**config.mk**
```make
export PLATFORM = sky130hd
export DESIGN_NAME = msgpass_wr_addr_gen
export DESIGN_NICKNAME = d
export VERILOG_FILES = /design/src/rtl/memShare_config_pkg.sv /design/src/rtl/msgPass_config_pkg.sv /design/src/rtl/msgPass_wr_offset_cnt.sv /design/src/rtl/msgpass_wr_addr_gen.sv
export SDC_FILE = /design/constraint.sdc
export NUM_CORES = 1
export LEC_CHECK = 0
export BUFFER_PORTS_ARGS = -buffer_cell sky130_fd_sc_hd__buf_4
export CORE_MARGIN = 2
export CORE_UTILIZATION = 40
export CTS_BUF_LIST = sky130_fd_sc_hd__clkbuf_4 sky130_fd_sc_hd__clkbuf_8
export CTS_CLUSTER_SIZE = 8
export DETAILED_ROUTE_END_ITERATION = 8
export GPL_TIMING_DRIVEN = 0
export PLACE_DENSITY_LB_ADDON = 0.3
export RECOVER_POWER = 25
export SYNTH_ARGS = -nofsm -noshare
export SYNTH_HDL_FRONTEND = slang
export SYNTH_SLANG_ARGS = --single-unit
```
**constraint.sdc**
```tcl
create_clock -name sys_clk -period 3.2 [get_ports sys_clk]
set_input_delay 0.32 -clock sys_clk [delete_from_list [all_inputs] [get_ports sys_clk]]
set_output_delay 0.32 -clock sys_clk [all_outputs]
set_load 0.005 [all_outputs]
```
**src/rtl/memShare_config_pkg.sv**
```systemverilog
// Shared memShare configuration: DRC flag layout and the read-side address width,
// which the message-pass writer reuses as its offset counter width.
package memShare_config_pkg;

   localparam int MEMSHARE_DRC_NUM      = 2;
   localparam int MEMSHARE_DRC1         = 1;
   localparam int MSGPASS_RD_ADDR_WIDTH = 8;

endpackage

```
**src/rtl/msgPass_config_pkg.sv**
```systemverilog
// Message-pass buffer configuration: buffer address width, default burst-length
// width and the write-side FSM state type.
package msgPass_config_pkg;

   localparam int MSGPASS_BUFF_ADDR_WIDTH = 8;
   localparam int MSGPASS_WR_LEN_WIDTH    = 8;

   typedef enum logic {
      IDLE   = 1'b0,
      ACTIVE = 1'b1
   } wr_state_e;

endpackage

```
**src/rtl/msgPass_wr_offset_cnt.sv**
```systemverilog
// Offset and write-count registers for one write burst, with the stride/unit
// increment select and detection of the final write.
module msgPass_wr_offset_cnt #(
   parameter int OFFSET_WIDTH = 8,
   parameter int LEN_WIDTH    = 8
) (
   input  logic                    sys_clk,
   input  logic                    rstn,
   input  logic                    clear,
   input  logic                    advance,
   input  logic                    use_stride,
   input  logic [OFFSET_WIDTH-1:0] stride,
   input  logic [LEN_WIDTH-1:0]    len,
   output logic [OFFSET_WIDTH-1:0] offset,
   output logic                    is_last
);

   logic [OFFSET_WIDTH-1:0] step;
   logic [LEN_WIDTH-1:0]    count;

   assign step = use_stride ? stride : OFFSET_WIDTH'(1);

   // Offset wraps silently at 2^OFFSET_WIDTH; clear has priority over advance.
   always_ff @(posedge sys_clk) begin
      if (!rstn) begin
         offset <= '0;
         count  <= '0;
      end else if (clear) begin
         offset <= '0;
         count  <= '0;
      end else if (advance) begin
         offset <= offset + step;
         count  <= count + LEN_WIDTH'(1);
      end
   end

   assign is_last = (count == (len - LEN_WIDTH'(1)));

endmodule

```
**src/rtl/msgpass_wr_addr_gen.sv**
```systemverilog
// Message-pass buffer write-address generator: one registered strobe/address per
// accepted message. Optional sticky overrun flag under MSGPASS_WR_OVERRUN_CHK_EN.
module msgpass_wr_addr_gen
   import msgPass_config_pkg::*;
   import memShare_config_pkg::*;
#(
   parameter int ADDR_WIDTH   = msgPass_config_pkg::MSGPASS_BUFF_ADDR_WIDTH,
   parameter int OFFSET_WIDTH = memShare_config_pkg::MSGPASS_RD_ADDR_WIDTH,
   parameter int LEN_WIDTH    = msgPass_config_pkg::MSGPASS_WR_LEN_WIDTH
) (
   input  logic                        sys_clk,
   input  logic                        rstn,
   input  logic                        buffer_write_begin_i,
   input  logic                        buffer_write_end_i,
   input  logic [ADDR_WIDTH-1:0]       base_addr_i,
   input  logic [LEN_WIDTH-1:0]        wr_len_i,
   input  logic [MEMSHARE_DRC_NUM-1:0] is_drc_i,
   input  logic [OFFSET_WIDTH-1:0]     drc_stride_i,
   input  logic                        wr_valid_i,
   output logic                        wr_ready_o,
   output logic                        wr_en_o,
   output logic [ADDR_WIDTH-1:0]       addr_o,
   output logic                        wr_last_o,
   output logic                        done_o
`ifdef MSGPASS_WR_OVERRUN_CHK_EN
   ,
   output logic                        overrun_err_o
`endif
);

   wr_state_e               state, state_next;
   logic [ADDR_WIDTH-1:0]   base_q;
   logic [LEN_WIDTH-1:0]    len_q;
   logic [OFFSET_WIDTH-1:0] offset;
   logic                    is_last;
   logic                    accept;
   logic                    zero_len_begin;
   logic                    unused_drc;

   assign unused_drc     = ^is_drc_i;
   assign wr_ready_o     = (state == ACTIVE) & ~buffer_write_end_i & ~buffer_write_begin_i;
   assign accept         = wr_valid_i & wr_ready_o;
   assign zero_len_begin = buffer_write_begin_i & ~buffer_write_end_i & (wr_len_i == '0);

   msgPass_wr_offset_cnt #(
      .OFFSET_WIDTH (OFFSET_WIDTH),
      .LEN_WIDTH    (LEN_WIDTH)
   ) u_offset_cnt (
      .sys_clk    (sys_clk),
      .rstn       (rstn),
      .clear      (buffer_write_begin_i),
      .advance    (accept),
      .use_stride (is_drc_i[MEMSHARE_DRC1]),
      .stride     (drc_stride_i),
      .len        (len_q),
      .offset     (offset),
      .is_last    (is_last)
   );

   always_ff @(posedge sys_clk) begin
      if (!rstn) begin
         state  <= IDLE;
         base_q <= '0;
         len_q  <= '0;
      end else begin
         state <= state_next;
         if (buffer_write_begin_i) begin
            base_q <= base_addr_i;
            len_q  <= wr_len_i;
         end
      end
   end

   // Abort beats restart, restart beats completion of the current burst.
   always_comb begin
      state_next = state;
      if (buffer_write_end_i) begin
         state_next = IDLE;
      end else if (buffer_write_begin_i) begin
         state_next = (wr_len_i != '0) ? ACTIVE : IDLE;
      end else if (accept && is_last) begin
         state_next = IDLE;
      end
   end

   always_ff @(posedge sys_clk) begin
      if (!rstn) begin
         wr_en_o   <= 1'b0;
         addr_o    <= '0;
         wr_last_o <= 1'b0;
         done_o    <= 1'b0;
      end else begin
         wr_en_o   <= accept;
         wr_last_o <= accept & is_last;
         done_o    <= (accept & is_last) | zero_len_begin;
         if (accept) begin
            addr_o <= base_q + ADDR_WIDTH'(offset);
         end
      end
   end

`ifdef MSGPASS_WR_OVERRUN_CHK_EN
   // Sticky until the next burst start; ready is never high in IDLE.
   always_ff @(posedge sys_clk) begin
      if (!rstn) begin
         overrun_err_o <= 1'b0;
      end else if (buffer_write_begin_i) begin
         overrun_err_o <= 1'b0;
      end else if ((state == IDLE) && wr_valid_i && !wr_ready_o) begin
         overrun_err_o <= 1'b1;
      end
   end
`endif

endmodule
```
==> results.json <==
{
  "status": "finished clean",
  "met3_usage_pct": 3.66,
  "dr.pass1.iters": 4,
  "portBuffers": 41,
  "gr-total-overflow": 0,
  "hpwlAfterDp_mm": 4.38,
  "cpLargestDelayFamily": "compound AO/OA/AOI/OAI gates",
  "hold_ws_ns": 0.251,
  "fp.dieArea_mm2": 0.00700,
  "cts_resized": 0,
  "required_ns": 3.39,
  "grt_first_pass_wirelength_mm": 9.81,
  "end_kind": "register",
  "grt.total_usage_pct": 17.0,
  "synth-async-reset-ratio_pct": 0,
  "avgSynthCellArea_um2": 8.66,
  "area_growth_pct": 19.3,
  "ys_top_cells_by_count": "dfxtp_1, nor2_1, nand2_1",
  "viasPerCell": 5.22,
  "grtUsageMet1_pct": 20.8,
  "fill_cells": 629,
  "grt_pass1_vias": 2215,
  "core-area_mm2": 0.00624,
  "ios": 43,
  "synthMuxAreaShare_pct": 6.31,
  "crit_path_start": "u_offset_cnt.offset[0]",
  "grt_util_met2_pct": 30.1,
  "slew_violations": 0,
  "layout.cells.non_filler": 419,
  "irDropWorstVdd_uv": 193,
  "relSlewSlack_pct": 53.2,
  "n_antenna_cell": 0,
  "postLayoutCoreUtil_pct": 48.5,
  "yosysTopAreaCell": "dfxtp_1",
  "post_cts.repair.setup_buffers": 0,
  "path_cells": "ha_1, inv_1, fa_1, nor2b_1, o21ai_0, a21boi_0, o31ai_1, and2_1",
  "synth_area_leaders": "dfxtp_1, ha_1, mux2i_1",
  "total_power_mw": 1.08,
  "cp_num_buf_inv": 1,
  "grt_max_degree": 14,
  "synth_edf_count": 0,
  "synth_compound_area_share_pct": 15.2,
  "fin_ws_ns": 1.12,
  "synth_xor_area_share_pct": 7.25,
  "postCtsHoldBufs": 0,
  "routed_wl_mm": 5.69,
  "wl_per_cell_um": 13.6,
  "antenna_found_initial": 0,
  "p_leak_nw": 1.28,
  "drc": 0,
  "synth_most_common_cell": "dfxtp_1",
  "synthDominantCellAreaShare_pct": 34.7,
  "setup_viol": 0,
  "ctsRootBufferMaster": "clkbuf_8",
  "postSynthCellCount": 293,
  "synthSimpleGateAreaFrac_pct": 23.2,
  "cts_made_buffers": 5,
  "regToRegStartpoint": "u_offset_cnt.offset[0]",
  "p_per_area_mw_per_mm2": 357,
  "placed_area_mm2": 0.00294,
  "worstMarginPinSlew_ns": 0.701,
  "cts_buffer_depth": 2,
  "path_clk_slew_ns": 0.08,
  "synth_top_family_by_area": "simple AND/OR/NAND/NOR gates",
  "hold_start": "base_addr_i[5]",
  "die_h_um": 83.6,
  "ys_seq_area_share_pct": 34.7,
  "ant_nets": 0,
  "synth_nets": 342,
  "min_period_ns": 2.08,
  "place_inst": 411,
  "min_path_type": "input pin to register",
  "arrival_ns": 2.28,
  "clk_latency_ns": 0.30,
  "busiest_layer": "met2",
  "drtIter0Drc": 72,
  "fin_tns_setup_ns": 0,
  "vias": 2187,
  "nNetsFinal": 390,
  "ys.flop_type": "dfxtp_1",
  "htreeDepth": 2,
  "cp-start-kind": "register",
  "core.rowCount": 29,
  "finClkSkew_ns": 0.00318,
  "yosysWarnings": 0,
  "cp_slowest_stage_delay_ns": 0.38,
  "place_ws_ns": 1.03,
  "die_w_um": 83.6,
  "drive_above_1_share_pct": 16.4,
  "hold_violations": 0,
  "cp_max_fo": 3,
  "rrSetupSlack_ns": 1.12,
  "fmax_ghz": 0.481,
  "synthesis.area_mm2": 0.00254,
  "place_congestion": 0.850,
  "crit_slowest_cell": "dfxtp_1",
  "ys_types": 47,
  "final_cell_area_mm2": 0.00303,
  "cts_sinks": 44,
  "grt_setup_unrepaired": "false",
  "start_util_pct": 40.7,
  "timing.final.crit_share_pct": 65.0,
  "timing.max_cap.violations": 0,
  "synth_fa_ha_area_share_pct": 9.47,
  "worstSetupPathType": "register to register",
  "cts_tree": "yes",
  "ys_ff_latch": 44
}
[power breakdown]
part           total [mW]  switching [mW]  internal, mW
Sequential          0.574          0.0138         0.561
Combinational       0.142          0.0688        0.0729
Clock               0.364           0.192         0.173
[cells by family after synthesis]
logic type	Yosys count
compound gates	58
mux	16
buf+inv	24
flops	44
fa+ha+maj	18
xor+xnor	21
simple gates	112
[worst register-to-register path: stages, from the launching register on]
cell and delay (ns):
dfxtp_1 0.38, ha_1 0.22, inv_1 0.07, fa_1 0.37, nor2b_1 0.16, o21ai_0 0.12, a21boi_0 0.37, o31ai_1 0.12
and2_1 0.17
[metal layers]
| layer | wire length (um) | up-vias |
|---|---|---|
| li1 | - | 1140 |
| met1 | 2590 | 1008 |
| met2 | 2810 | 34 |
| met3 | 237 | 5 |
| met4 | 51 | 0 |
| met5 | 0 | - |
[flip-flops by register name, indices dropped and copies added, names as in the netlist]
register	flops
addr_o	8
base_q	8
done_o	1
len_q	8
state	1
u_offset_cnt.count	8
u_offset_cnt.offset	8
wr_en_o	1
wr_last_o	1
[placed cells by master (no fill, tap or decap), types with 6 or more instances in the layout]
| master | instances |
|---|---|
| dfxtp_1 | 44 |
| nor2_1 | 33 |
| buf_4 | 29 |
| nand2_1 | 25 |
| mux2i_1 | 16 |
| a21oi_1 | 16 |
| ha_1 | 16 |
| clkbuf_1 | 11 |
| xnor2_1 | 11 |
| clkbuf_4 | 11 |
| xor2_1 | 10 |
| inv_1 | 9 |
| o21ai_0 | 8 |
| and2_1 | 7 |
| nor3_1 | 7 |
| o211ai_1 | 7 |
| nand4_1 | 6 |
| nor2b_1 | 6 |
| a211oi_1 | 6 |
| clkbuf_8 | 6 |
[final timing paths]
path / cells after the start / endpoint
setup reg to reg: 8 / addr_o[4]
hold / removal: 3 / base_q[5]
hold reg to reg: 2 / addr_o[0]
setup / recovery: 8 / addr_o[4]
[cell type report]
class                           count  area, um^2  share of cell area, %
Clock inverter                      2        10.0                  0.331
Tap cell                           77        96.3                   3.18
Sequential cell                    44         881                   29.1
Buffer                             14        57.6                   1.90
Multi-Input combinational cell    225        1560                   51.5
Timing Repair Buffer               41         304                   10.0
Clock buffer                        6        82.6                   2.73
Inverter                           10        37.5                   1.24
Note: power is estimated with default switching activity, not from simulation.
